==> config.mk <==
export PLATFORM = sky130hd
export DESIGN_NAME = adder_sequencer
export DESIGN_NICKNAME = d
export VERILOG_FILES = /design/src/rtl/adder_sequencer.sv
export SDC_FILE = /design/constraint.sdc
export NUM_CORES = 1
export LEC_CHECK = 0
export ABC_AREA = 1
export BUFFER_PORTS_ARGS = -buffer_cell sky130_fd_sc_hd__buf_2
export CORE_UTILIZATION = 43
export DETAILED_ROUTE_END_ITERATION = 10
export MAX_ROUTING_LAYER = met4
export PLACE_DENSITY = 0.67
export SKIP_LAST_GASP = 1
export SLEW_MARGIN = 10
export SYNTH_ARGS = -nofsm -noshare
export SYNTH_HDL_FRONTEND = slang
export SYNTH_HIERARCHICAL = 1
export SYNTH_SLANG_ARGS = --single-unit
==> constraint.sdc <==
create_clock -name i_clk -period 4.2 [get_ports i_clk]
set_clock_uncertainty 0.05 [all_clocks]
set_input_delay 0.21 -clock i_clk [delete_from_list [all_inputs] [get_ports i_clk]]
set_output_delay 0.21 -clock i_clk [all_outputs]
set_load 0.01 [all_outputs]
==> src/rtl/adder_sequencer.sv <==
// Multi-cycle WIDTH-bit adder reusing one 4-bit ripple adder, LS nibble first, valid/ready on both sides.
// Optional subtraction is enabled by defining ADDER_SEQUENCER_SUB_EN.

module ripple_carry_adder_4 (
    input  logic [3:0] a,
    input  logic [3:0] b,
    input  logic       cin,
    output logic [3:0] sum_c,
    output logic       cout_c
);
    // Bit-serial carry chain kept in a procedural variable to avoid a combinational vector loop.
    always_comb begin
        logic carry;
        carry = cin;
        for (int i = 0; i < 4; i++) begin
            sum_c[i] = a[i] ^ b[i] ^ carry;
            carry    = (a[i] & b[i]) | (carry & (a[i] ^ b[i]));
        end
        cout_c = carry;
    end
endmodule

module adder_sequencer #(
    parameter int unsigned WIDTH = 16
) (
    input  logic             i_clk,
    input  logic             i_rst_n,
    input  logic [WIDTH-1:0] i_a,
    input  logic [WIDTH-1:0] i_b,
    input  logic             i_carry_in,
    input  logic             i_sub,
    input  logic             i_valid,
    output logic             o_ready,
    output logic [WIDTH-1:0] o_sum,
    output logic             o_carry_out,
    output logic             o_overflow,
    output logic             o_valid,
    input  logic             i_ready
);
    localparam int unsigned NIBS = WIDTH / 4;
    localparam int unsigned KW   = (NIBS > 1) ? $clog2(NIBS) : 1;

    typedef enum logic [1:0] {IDLE, RUN, DONE} state_t;

    state_t           state_q, state_d;
    logic [KW-1:0]    k_q, k_d;
    logic [WIDTH-1:0] a_q, a_d, b_q, b_d, sum_q, sum_d, o_sum_d;
    logic             c_q, c_d, carry_d, ovf_d, ready_d, valid_d;
    logic [WIDTH-1:0] b_eff;
    logic             c_eff;
    logic [3:0]       a_nib, b_nib, s_nib;
    logic             nib_cout;

`ifdef ADDER_SEQUENCER_SUB_EN
    assign b_eff = i_sub ? ~i_b : i_b;
    assign c_eff = i_sub ? 1'b1 : i_carry_in;
`else
    logic unused_sub;
    assign unused_sub = i_sub;
    assign b_eff      = i_b;
    assign c_eff      = i_carry_in;
`endif

    assign a_nib = a_q[{k_q, 2'b00} +: 4];
    assign b_nib = b_q[{k_q, 2'b00} +: 4];

    ripple_carry_adder_4 u_adder (
        .a      (a_nib),
        .b      (b_nib),
        .cin    (c_q),
        .sum_c  (s_nib),
        .cout_c (nib_cout)
    );

    // State register
    always_ff @(posedge i_clk or negedge i_rst_n) begin
        if (!i_rst_n) state_q <= IDLE;
        else          state_q <= state_d;
    end

    // Next-state and datapath next values
    always_comb begin
        state_d = state_q;
        k_d     = k_q;
        a_d     = a_q;
        b_d     = b_q;
        c_d     = c_q;
        sum_d   = sum_q;
        o_sum_d = o_sum;
        carry_d = o_carry_out;
        ovf_d   = o_overflow;
        case (state_q)
            IDLE: begin
                if (i_valid && o_ready) begin
                    a_d     = i_a;
                    b_d     = b_eff;
                    c_d     = c_eff;
                    k_d     = '0;
                    state_d = RUN;
                end
            end
            RUN: begin
                sum_d[{k_q, 2'b00} +: 4] = s_nib;
                c_d = nib_cout;
                if (k_q == KW'(NIBS - 1)) begin
                    // Carry into the MSB is recovered from the top bit's sum.
                    o_sum_d = sum_d;
                    carry_d = nib_cout;
                    ovf_d   = nib_cout ^ (a_nib[3] ^ b_nib[3] ^ s_nib[3]);
                    state_d = DONE;
                end else begin
                    k_d = k_q + KW'(1);
                end
            end
            DONE: begin
                if (i_ready) state_d = IDLE;
            end
            default: state_d = IDLE;
        endcase
        ready_d = (state_d == IDLE);
        valid_d = (state_d == DONE);
    end

    always_ff @(posedge i_clk or negedge i_rst_n) begin
        if (!i_rst_n) begin
            k_q         <= '0;
            a_q         <= '0;
            b_q         <= '0;
            c_q         <= 1'b0;
            sum_q       <= '0;
            o_sum       <= '0;
            o_carry_out <= 1'b0;
            o_overflow  <= 1'b0;
            o_ready     <= 1'b1;
            o_valid     <= 1'b0;
        end else begin
            k_q         <= k_d;
            a_q         <= a_d;
            b_q         <= b_d;
            c_q         <= c_d;
            sum_q       <= sum_d;
            o_sum       <= o_sum_d;
            o_carry_out <= carry_d;
            o_overflow  <= ovf_d;
            o_ready     <= ready_d;
            o_valid     <= valid_d;
        end
    end
endmodule

==> results.py <==
metrics = {
    "outcome": {
        "status": "finished, final reports clean",
    },
    "synthesis": {
        "ys_seq_area_share_pct": 51.8,
        "yosys.area.top_type": "dfrtp_1",
        "synth-edff-count": 0,
        "syn-mean-instance-area_um2": 8.30,
        "ys_warn_count": 6,
        "syn-num-nets": 449,
        "synth_area_um2": 3340,
        "synthArstFlopShare_pct": 100,
        "netlist_top_cells_area": "dfrtp_1 (51%), nand2_1 (19%), o21ai_0 (4.7%), inv_1 (3.7%), o22ai_1 (2.8%)",
        "synth-seq-cells": 69,
        "yosysMostFrequentCell": "nand2_1",
        "synth_common_cells": "nand2_1 (169), dfrtp_1 (68), inv_1 (33)",
        "synth_cell_types": 27,
        "synth_top_area_share_pct": 51.0,
        "syn_inst": 402,
        "synth_ff_type": "dfrtp_1",
    },
    "clocking": {
        "cts_root_buf": "clkbuf_8",
        "post_cts_resized": 0,
        "cts_setup_buffers": 0,
        "cts_made_buffers": 9,
        "hold_buffers": 1,
        "htree_levels": 3,
        "cts_buffer_depth": 2,
        "cts_sinks": 69,
        "clk_pin_slew_ns": 0.07,
        "cts_tree": "built",
        "clock_latency_ns": 0.34,
    },
    "drt": {
        "drc": 0,
        "first_pass_iters": 4,
        "vias_per_cell": 4.74,
        "wl_per_cell_um": 11.9,
        "routed_wl_um": 6630,
        "num_vias": 2646,
        "drtAntennaViolNets": 0,
        "drtIter0Drc": 122,
    },
    "layout": {
        "layout-drive-gt1-share_pct": 19.8,
        "fillers": 764,
        "n_antenna_cell": 0,
        "fin_nets": 501,
        "area_growth_pct": 13.8,
        "fin_util_pct": 51.5,
    },
    "power_and_ir_drop": {
        "p_total_mw": 2.88,
        "p_leak_nw": 2.04,
        "power.density_nw_per_um2": 759,
        "ir_worst_vdd_v": 0.000413,
    },
    "timing": {
        "setup_violations": 0,
        "slew_headroom_pct": 49.8,
        "finalCriticalPeriod_ns": 3.49,
        "finalCritPeriodShare_pct": 83.1,
        "fin_ws_ns": 0.710,
        "slew_viol_final": 0,
        "rsz0062_at_grt": "no",
        "finalSetupTns_ns": 0,
        "hold_ws_ns": 0.0158,
        "hold_viol_final": 0,
        "fmax_mhz": 287,
        "tightest_slew_ns": 0.753,
    },
    "worst_setup_path": {
        "start_kind": "flop",
        "cpPeakStageDelay_ns": 0.53,
        "critPathKind": "flop to flop",
        "crit_chain": "inv_2 > o21ai_0 > o22ai_1 > fa_1 > inv_1 > fa_1 > inv_1 > fa_1 > inv_1 > fa_1 > inv_1 > xnor2_1 > nand3_1 > nand2_1 > nand2_1 > nand3_1 > nand2_1",
        "cp_top_family": "adder cells",
        "crit_path_top_delay_cell": "dfrtp_1",
        "arrival_ns": 3.67,
        "end_kind": "flop",
        "cp_num_buf_inv": 5,
        "critical_path_required_ns": 4.38,
        "worst-path-max-fanout": 22,
    },
    "global_routing": {
        "grt_start_max_net_pins": 37,
        "grt_overflow_total": 0,
        "grt.total_usage_pct": 18.8,
        "grt_pass1_wl_um": 11900,
        "grt_pass1_vias": 2697,
        "grt_antenna_before_repair": 0,
    },
    "placement": {
        "gp_congestion": 0.889,
        "port_buffers": 56,
        "dp_hpwl_um": 4800,
        "dp_slack_ns": 0.741,
    },
    "job": {
        "cap_violations": 0,
    },
    "floorplan": {
        "dieArea_um2": 8110,
        "core_area_um2": 7370,
        "die_x_um": 90.1,
        "io-pin-count": 58,
        "die-height_um": 90.1,
        "rows": 31,
        "start_util_pct": 45.3,
    },
    "hold_path": {
        "hold_class": "input pin to flop",
    },
}
## final cells by class
class	count	area, µm²	area share, %
multi-input cells	275	1330	35.0
repair buffers	59	305	8.04
well taps	99	124	3.26
flip-flops and latches	69	1730	45.5
clock buffers	10	128	3.36
clock inverters	6	30.0	0.791
inverters	40	155	4.09
## placed cells by master (no fill, tap or decap)
master and n:
o21ai_0 31, and3_2 1, o21ai_2 7, nor3_1 1, xnor2_1 1, buf_2 56
nand4_1 3, nor2_1 18, dlygate4sd3_1 1, nand2_1 169, clkinv_1 1, clkinv_2 6
clkbuf_8 9, dfstp_2 1, o21ai_1 2, nor2_4 1, ha_1 5, dfrtp_1 68
nor2_8 1, clkbuf_1 1, inv_1 33, fa_1 4, nand3_1 15, inv_4 2
buf_4 2, o21ai_4 1, o22ai_1 15, inv_2 4
## sequential cells by signal, summed over array words and instances (netlist names)
signal and cells:
sum_q 12, k_q 2, state_q 2, b_q 16, o_sum 16, o_valid 1, o_ready 1, o_carry_out 1
a_q 16, c_q 1, o_overflow 1
## logic make-up (layout without fill, tap and decap cells)
| family | Yosys count | in the layout | synth area share [%] |
|---|---|---|---|
| flip-flops | 69 | 69 | 51.8 |
| adder cells (fa/ha/maj) | 9 | 9 | 4.28 |
| buffers and inverters | 58 | 115 | 8.44 |
| XOR/XNOR | 1 | 1 | 0.263 |
| AND/OR/NAND/NOR | 209 | 209 | 25.1 |
| AO/OA/AOI/OAI | 56 | 56 | 10.1 |
## metal layers
metal	global-route usage, %	vias to the layer above	part of all wire, %
li1	-	1368	-
met1	21.9	1228	47
met2	32.1	44	49
met3	5.58	6	3.5
met4	3.76	0	0.63
met5	-	-	0
## final timing paths
path / start / slack (ns) / cells past startpoint / endpoint
min: i_b[0] / 0.02 / 3 / b_q[0]
max in group asynchronous: i_rst_n / 2.74 / 3 / a_q[1]
max reg2reg: k_q[0] / 0.71 / 17 / o_overflow
min in group asynchronous: i_rst_n / 0.43 / 2 / sum_q[1]
max: k_q[0] / 0.71 / 17 / o_overflow
min reg2reg: a_q[1] / 0.42 / 2 / a_q[1]
## where the power goes
group | internal [mW] | switching [mW]
Clock | 0.208 | 0.235
Combinational | 0.481 | 0.907
Sequential | 0.909 | 0.142
## through the flow
step,cells,area (µm²)
2_1_floorplan,402,3340
4_1_cts,558,3800
3_5_place_dp,541,3630
6_report,558,3800
3_3_place_gp,541,3630
5_1_grt,558,3800
## tightest hold or removal path: cells and delay by family
family                 cells  cell delay [ns]
buffers and inverters      1             0.07
and+or+nand+nor            2             0.09
Power figures use the tool's default switching activity.
